===== src/rtl/uart_io_ctrl_if.sv =====
// uart_io_ctrl_if: CPU memory-stage data port plus UART RX/TX ready/valid channels.
//   slave  : the I/O controller side (decodes CPU accesses, drives UART handshakes)
//   master : the CPU + UART side that drives the controller
interface uart_io_ctrl_if;
    // CPU data port
    logic        stall;
    logic [31:0] addr;
    logic        re;
    logic        we;
    logic [31:0] wdata;
    logic        sel;
    logic [31:0] rdata;
    // UART receive channel
    logic [7:0]  uart_rx_data;
    logic        uart_rx_valid;
    logic        uart_rx_ready;
    // UART transmit channel
    logic [7:0]  uart_tx_data;
    logic        uart_tx_valid;
    logic        uart_tx_ready;

    modport slave (
        input  stall, addr, re, we, wdata,
        output sel, rdata,
        input  uart_rx_data, uart_rx_valid,
        output uart_rx_ready,
        output uart_tx_data, uart_tx_valid,
        input  uart_tx_ready
    );

    modport master (
        output stall, addr, re, we, wdata,
        input  sel, rdata,
        output uart_rx_data, uart_rx_valid,
        input  uart_rx_ready,
        input  uart_tx_data, uart_tx_valid,
        output uart_tx_ready
    );
endinterface


===== src/rtl/uart_io_ctrl.sv =====
// uart_io_ctrl: memory-mapped UART controller for the MIPS150 memory stage.
// Decodes a 32-byte I/O window, buffers received bytes in an RX FIFO, holds one
// outgoing TX byte and runs a free-running 32-bit cycle counter.
// Ports:
//   clk  - single clock, rising edge
//   rst  - asynchronous active-low reset
//   bus  - uart_io_ctrl_if.slave (CPU data port + UART RX/TX handshakes)
module uart_io_ctrl #(
    parameter int unsigned RX_DEPTH  = 4,
    parameter logic [31:0] ADDR_BASE = 32'h8000_0000
) (
    input  logic            clk,
    input  logic            rst,
    uart_io_ctrl_if.slave   bus
);
    localparam int unsigned AW = $clog2(RX_DEPTH);
    localparam int unsigned PW = AW + 1;

    localparam logic [2:0] OFF_RX_STAT = 3'd0;
    localparam logic [2:0] OFF_RX_DATA = 3'd1;
    localparam logic [2:0] OFF_TX_STAT = 3'd2;
    localparam logic [2:0] OFF_TX_DATA = 3'd3;
    localparam logic [2:0] OFF_CYCLE   = 3'd4;

    logic [PW-1:0] r_wptr;
    logic [PW-1:0] r_rptr;
    logic [7:0]    r_mem [RX_DEPTH];
    logic          r_tx_full;
    logic [7:0]    r_tx_data;
    logic [31:0]   r_cycle_cnt;
    logic [31:0]   r_rdata;

    logic          w_sel;
    logic [2:0]    w_off;
    logic          w_rd;
    logic          w_wr;
    logic          w_empty;
    logic          w_full;
    logic          w_push;
    logic          w_pop;
    logic          w_tx_xfer;
    logic          w_tx_load;
    logic          w_cnt_clr;
    logic [31:0]   w_rd_mux;
    logic          w_unused_bits;

    // Address decode; a write wins over a simultaneous read
    assign w_sel = (bus.addr[31:5] == ADDR_BASE[31:5]);
    assign w_off = bus.addr[4:2];
    assign w_rd  = w_sel & ~bus.stall & bus.re & ~bus.we;
    assign w_wr  = w_sel & ~bus.stall & bus.we;

    // FIFO flags from extra pointer MSB
    assign w_empty = (r_wptr == r_rptr);
    assign w_full  = (r_wptr[PW-1] != r_rptr[PW-1]) && (r_wptr[AW-1:0] == r_rptr[AW-1:0]);
    assign w_push  = bus.uart_rx_valid & bus.uart_rx_ready;
    assign w_pop   = w_rd & (w_off == OFF_RX_DATA) & ~w_empty;

    // TX load uses registered tx_full, so a write racing a transfer is dropped
    assign w_tx_xfer = r_tx_full & bus.uart_tx_ready;
    assign w_tx_load = w_wr & (w_off == OFF_TX_DATA) & ~r_tx_full;
    assign w_cnt_clr = w_wr & (w_off == OFF_CYCLE);

    assign w_unused_bits = ^{bus.addr[1:0], bus.wdata[31:8]};

    // Read data mux
    always_comb begin
        w_rd_mux = 32'd0;
        case (w_off)
            OFF_RX_STAT: w_rd_mux = {31'd0, ~w_empty};
            OFF_RX_DATA: w_rd_mux = w_empty ? 32'd0 : {24'd0, r_mem[r_rptr[AW-1:0]]};
            OFF_TX_STAT: w_rd_mux = {31'd0, ~r_tx_full};
            OFF_CYCLE:   w_rd_mux = r_cycle_cnt;
            default:     w_rd_mux = 32'd0;
        endcase
    end

    // FIFO pointers
    always_ff @(posedge clk or negedge rst) begin
        if (!rst) begin
            r_wptr <= '0;
            r_rptr <= '0;
        end else begin
            if (w_push) r_wptr <= r_wptr + PW'(1);
            if (w_pop)  r_rptr <= r_rptr + PW'(1);
        end
    end

    // FIFO storage, contents are don't-care until written
    always_ff @(posedge clk) begin
        if (w_push) r_mem[r_wptr[AW-1:0]] <= bus.uart_rx_data;
    end

    // TX holding buffer
    always_ff @(posedge clk or negedge rst) begin
        if (!rst) begin
            r_tx_full <= 1'b0;
            r_tx_data <= 8'd0;
        end else if (w_tx_xfer) begin
            r_tx_full <= 1'b0;
        end else if (w_tx_load) begin
            r_tx_full <= 1'b1;
            r_tx_data <= bus.wdata[7:0];
        end
    end

    // Free-running cycle counter, CPU clear has priority
    always_ff @(posedge clk or negedge rst) begin
        if (!rst)           r_cycle_cnt <= 32'd0;
        else if (w_cnt_clr) r_cycle_cnt <= 32'd0;
        else                r_cycle_cnt <= r_cycle_cnt + 32'd1;
    end

    // Load data: held across stall, zero after any non-read cycle
    always_ff @(posedge clk or negedge rst) begin
        if (!rst)            r_rdata <= 32'd0;
        else if (!bus.stall) r_rdata <= w_rd ? w_rd_mux : 32'd0;
    end

    assign bus.sel           = w_sel;
    assign bus.rdata         = r_rdata;
    assign bus.uart_rx_ready = rst & ~w_full;
    assign bus.uart_tx_valid = r_tx_full;
    assign bus.uart_tx_data  = r_tx_data;
endmodule

===== src/flat_wrapper.sv =====
// flat-port wrapper written by rule: the top's interface ports become plain ports
module uart_io_ctrl_flat 
#(
    parameter int unsigned RX_DEPTH  = 4,
    parameter logic [31:0] ADDR_BASE = 32'h8000_0000
)
  (clk, rst, bus_stall, bus_addr, bus_re, bus_we, bus_wdata, bus_sel, bus_rdata, bus_uart_rx_data, bus_uart_rx_valid, bus_uart_rx_ready, bus_uart_tx_data, bus_uart_tx_valid, bus_uart_tx_ready);
  uart_io_ctrl_if bus_i ();
  input  logic clk;
  input  logic rst;
  input wire logic [$bits(bus_i.stall)-1:0] bus_stall;
  input wire logic [$bits(bus_i.addr)-1:0] bus_addr;
  input wire logic [$bits(bus_i.re)-1:0] bus_re;
  input wire logic [$bits(bus_i.we)-1:0] bus_we;
  input wire logic [$bits(bus_i.wdata)-1:0] bus_wdata;
  output wire logic [$bits(bus_i.sel)-1:0] bus_sel;
  output wire logic [$bits(bus_i.rdata)-1:0] bus_rdata;
  input wire logic [$bits(bus_i.uart_rx_data)-1:0] bus_uart_rx_data;
  input wire logic [$bits(bus_i.uart_rx_valid)-1:0] bus_uart_rx_valid;
  output wire logic [$bits(bus_i.uart_rx_ready)-1:0] bus_uart_rx_ready;
  output wire logic [$bits(bus_i.uart_tx_data)-1:0] bus_uart_tx_data;
  output wire logic [$bits(bus_i.uart_tx_valid)-1:0] bus_uart_tx_valid;
  input wire logic [$bits(bus_i.uart_tx_ready)-1:0] bus_uart_tx_ready;
  assign bus_i.stall = bus_stall;
  assign bus_i.addr = bus_addr;
  assign bus_i.re = bus_re;
  assign bus_i.we = bus_we;
  assign bus_i.wdata = bus_wdata;
  assign bus_sel = bus_i.sel;
  assign bus_rdata = bus_i.rdata;
  assign bus_i.uart_rx_data = bus_uart_rx_data;
  assign bus_i.uart_rx_valid = bus_uart_rx_valid;
  assign bus_uart_rx_ready = bus_i.uart_rx_ready;
  assign bus_uart_tx_data = bus_i.uart_tx_data;
  assign bus_uart_tx_valid = bus_i.uart_tx_valid;
  assign bus_i.uart_tx_ready = bus_uart_tx_ready;
  uart_io_ctrl #(.RX_DEPTH(RX_DEPTH), .ADDR_BASE(ADDR_BASE)) u_core (.clk(clk), .rst(rst), .bus(bus_i));
endmodule

===== config.mk =====
export PLATFORM = sky130hd
export DESIGN_NAME = uart_io_ctrl_flat
export DESIGN_NICKNAME = d
export VERILOG_FILES = /design/src/rtl/uart_io_ctrl_if.sv /design/src/rtl/uart_io_ctrl.sv /design/src/flat_wrapper.sv
export SDC_FILE = /design/constraint.sdc
export NUM_CORES = 1
export LEC_CHECK = 0
export CORE_ASPECT_RATIO = 0.8
export CORE_MARGIN = 2
export CORE_UTILIZATION = 45
export CTS_BUF_LIST = sky130_fd_sc_hd__clkbuf_8
export DETAILED_ROUTE_END_ITERATION = 10
export PLACE_DENSITY = 0.74
export SETUP_SLACK_MARGIN = 0.05
export SLEW_MARGIN = 10
export SYNTH_ARGS = -nofsm -noshare
export SYNTH_HDL_FRONTEND = slang
export SYNTH_SLANG_ARGS = --single-unit

===== constraint.sdc =====
create_clock -name clk -period 5.2 [get_ports clk]
set_input_delay 1.04 -clock clk [delete_from_list [all_inputs] [get_ports clk]]
set_output_delay 1.04 -clock clk [all_outputs]
set_load 0.02 [all_outputs]

==> results.md <==
- The final max-slew violation count came to 0.
- The share of synthesized area in the top cell type comes to 0.404.
- The startpoint of the tightest hold check path is u_core.bus.uart_tx_data[2].
- The repair_antennas step left the layout with diodes totalling 0.
- The critical path arrival is 3.11 ns.
- The buffer type at the clock tree root is clkbuf_8.
- Hold repair after CTS inserted 0 buffers.
- The largest area contributor in the synthesized netlist is dfrtp_1.
- The core occupancy in the finished layout is 0.572.
- The number of max-cap violations is 0.
- The critical path contains buffers and inverters numbering 2 combined.
- Summed over all layers, the routed wires come to 10600 um.
- The number of enable-type register cells in the synthesized netlist is 32.
- The number of CTS-inserted buffers is 9.
- The row count is 34.
- The reg2reg setup slack is 2.64 ns.
- The share of post-route cells with drive strength above 1 is 0.0900.
- The first global-routing pass estimated 17300 um of wire.
- For the worst-skew pair, the clock arrives at the later sink with an insertion delay of 0.37 ns.
- In this run, post-CTS repair resized a total of 0 instances.
- The master of the slowest instance on the critical path is clkdlybuf4s50_1.
- At the end of routability-driven placement, the weighted congestion stood at 0.726.
- The region available for standard cell placement spans 0.0107 sq mm.
- The destination of the worst hold path is u_core.bus.uart_tx_data[2].
- The type of origin of the critical path is an input port.
- The startpoint of the lowest-slack register-to-register path is u_core.r_rptr[0].
- On the final layout, the worst clock skew is 0.00942 ns.
- The critical path endpoint category is an output port.
- At the pin with the least slew margin, the transition time is 0.990 ns.
- TritonCTS built the clock tree.
- The clock period minus worst slack is 4.15 ns.
- VDD sags by at most 0.119 mV.
- The mean instance size in the synthesized netlist is 12.7 sq um.
- The clock-pin slew reported for the worst setup and hold paths after clock tree synthesis is 0.10 ns.
- The switching power is 403 uW.
- The endpoint required time on the critical path is 4.16 ns.
- The net count after synthesis is 472.
- The Yosys step of the flow raised 0 warnings.
- The number of antenna violations at the first check in global routing is 0.
- In this run the power density over the cells is 260 mW/mm^2.
- The maximum cell stage delay along the critical path is 0.62 ns.
- The flow ran to the end, and the final reports show no timing, DRC or antenna violations.
- Grouping stages by cell kind, the critical path spends the most delay in simple AND/OR/NAND/NOR gates.
- The number of clock sinks is 111.
- The share of the Yosys chip area taken by registers is 0.600.
- The global router's overall resource usage is 0.187.
- The starting density of the core is 0.457.
- The number of failing setup endpoints in the final timing report is 0.
- The leakage power is 0.00240 uW.
- Measured against its own limit, the worst slew margin works out to 0.340.
- The post-route fraction of the period consumed by the critical path is 0.798.
- The power share of the sequential group is 0.602.
- The x dimension of the die is 121 um.
- Counting every instance in the synthesized netlist gives 387.
- In this design, the critical path's most frequently occurring cell is clkdlybuf4s50_1.
- The DRC violation total after the first TritonRoute iteration is 181.
- The residual overflow from global routing is 0.
- The maximum buffer depth of the clock tree is 2.
- The synthesized design contains 111 register bits.
- The floorplan die height is 97.3 um.
- The maximum clock frequency is 241 MHz.
- At the end of the flow, the number of nets in the layout was 558.
- The final total negative setup slack is 0 ns.
- The via count of the first global-routing pass is 3436.
- In this run the critical register-to-register path is captured at u_core.r_rptr[1].
- The number of different library cells used by synthesis comes to 45.
- The setup path with the least slack is of type in2out.
- The remaining antenna violation count after routing is 0.
- The number of failing hold endpoints at the final stage came to 0.
- Counting instances, the worst hold path has a depth of 1.
- The routed layout has 3475 vias.
- The signed area change from the synthesized netlist to the final layout is 25.2%.
- The predominant post-synthesis flop cell is dfrtp_1.
- After detailed routing, the average wire length per cell comes to 17.0 um.
- The async set-reset flop share out of synthesis is 0.712.
- The clock group share of total power is 0.300.
- The number of H-tree branching levels is 3.
- The internal cell power is 1190 uW.
- In the post-synthesis netlist, the biggest area contributors are dfrtp_1 40%, edfxtp_1 20%, a22o_1 4.3%, mux4_2 3.7%, xnor2_1 2.3%.
- The peak fanout along the critical path is 3.
- The die covers 0.0117 sq mm.
- Setup repair after global routing left no endpoint under its margin.
- The mapped cell area is 0.00490 sq mm.
- The pre-antenna-repair detailed-routing pass consisted of 4 iterations.
- Of the total power, the share spent switching nets is 0.252.
- In this run the worst hold path is classified as reg2reg.
- Traced cell by cell, the critical path runs through clkdlybuf4s50_1, nor4b_1, nand4_1, nor2_1, clkdlybuf4s50_1.
- The number of input and output port buffers inserted is 95.
- In this run the post-CTS setup repair buffer count came out at 0.
- The relative contribution of combinational cells to total power is 0.097.
- After detailed routing, the number of remaining DRC violations is 0.
- After detailed routing, the number of vias per cell comes to 5.59.
- After legalization and detailed placement, the total HPWL measured 7130 um.
- The worst register-to-register path has a depth of 4.
- The count of boundary I/O pins is 122.
- The maximum number of pins on one net before global-route repair is 80.
worst register-to-register path: cells and delay by family, from the launching register on:
| kind | cells | cell delay (ns) |
|---|---|---|
| xor gates and xnor gates | 1 | 0.17 |
| and+or+nand+nor | 1 | 0.50 |
| DFF | 1 | 0.81 |
| AOI/OAI and AO/OA | 1 | 0.56 |
| muxes | 1 | 0.42 |
logic make-up (layout without fill, tap and decap cells):
logic type,after synthesis,in the layout,synth area share
adder cells (fa/ha/maj),6,6,0.0153
flip-flops,111,111,0.600
buffers and inverters,40,131,0.0347
XOR/XNOR,20,20,0.0358
multiplexers,18,18,0.0598
AO/OA/AOI/OAI,75,75,0.109
AND/OR/NAND/NOR,117,117,0.145
cell type report:
| cell class | instances | area [sq um] |
|---|---|---|
| flip-flops and latches | 111 | 2940 |
| multi-input cells | 236 | 1800 |
| clock buffers | 9 | 124 |
| inverters | 17 | 63.8 |
| clock inverters | 7 | 56.3 |
| fillers | 897 | 4590 |
| repair buffers | 98 | 971 |
| well taps | 144 | 180 |
synthesized netlist by cell type (8+ instances only):
cell type / count
mux4_2: 8
a22o_1: 24
edfxtp_1: 32
inv_1: 17
nand3_1: 10
nand2_1: 20
or4_1: 13
nor2_1: 15
clkbuf_1: 18
a21oi_1: 19
nand4_1: 17
o211ai_1: 8
o31ai_1: 13
dfrtp_1: 79
mux2_2: 8
xnor2_1: 13
through the flow:
stage          setup slack [ns]  total power [uW]  instance area [sq um]  cells  hold WS (ns)
6_report                   1.05              1600                   6130    622         0.506
2_1_floorplan              2.21              1050                   4900    387         0.468
4_1_cts                    1.01              1610                   6130    622         0.503
3_3_place_gp               1.19              1120                   5950    606         0.466
5_1_grt                   0.889              1670                   6130    622         0.533
3_5_place_dp              0.997              1140                   5950    606         0.481
worst max-delay path by stage:
stage / from / to / slack, ns / depth (start not counted)
3_5_place_dp: bus_addr[14] / bus_sel / 1.0 / 5
3_3_place_gp: bus_addr[14] / bus_sel / 1.19 / 5
4_1_cts: bus_addr[14] / bus_sel / 1.01 / 5
6_report: bus_addr[14] / bus_sel / 1.05 / 5
5_1_grt: bus_addr[14] / bus_sel / 0.89 / 5
2_1_floorplan: bus_addr[14] / bus_sel / 2.21 / 3
power groups by stage:
stage | registers, uW | logic, uW | clock network, uW
detailed placement | 980 | 159 | 0
CTS | 962 | 159 | 490
finish | 961 | 155 | 480
floorplan | 973 | 74.6 | 0
global placement | 976 | 149 | 0
global route | 966 | 174 | 531
cell usage in the layout (no fill, tap or decap), drive strengths merged, types with 13 or more instances in the layout:
| master | n |
|---|---|
| a21oi | 19 |
| a22o | 24 |
| clkdlybuf4s50 | 94 |
| dfrtp | 79 |
| edfxtp | 32 |
| inv | 19 |
| nand2 | 20 |
| nand4 | 19 |
| nor2 | 15 |
| o31ai | 13 |
| or4 | 15 |
| xnor2 | 13 |
metal layers:
metal / global-route usage / part of all wire / wire length (um)
met2: 0.294 / 0.46 / 4890
met1: 0.260 / 0.47 / 4970
met5: 0 / 0 / 0
met3: 0.0346 / 0.053 / 556
met4: 0.0689 / 0.016 / 174
flip-flops by register name, summed over array words and instances, names as in the netlist:
name	cells
u_core.r_mem	32
u_core.r_wptr	3
u_core.r_rptr	3
u_core.bus.rdata	32
u_core.bus.uart_tx_data	8
u_core.bus.uart_tx_valid	1
u_core.r_cycle_cnt	32
Power figures use the tool's default switching activity.
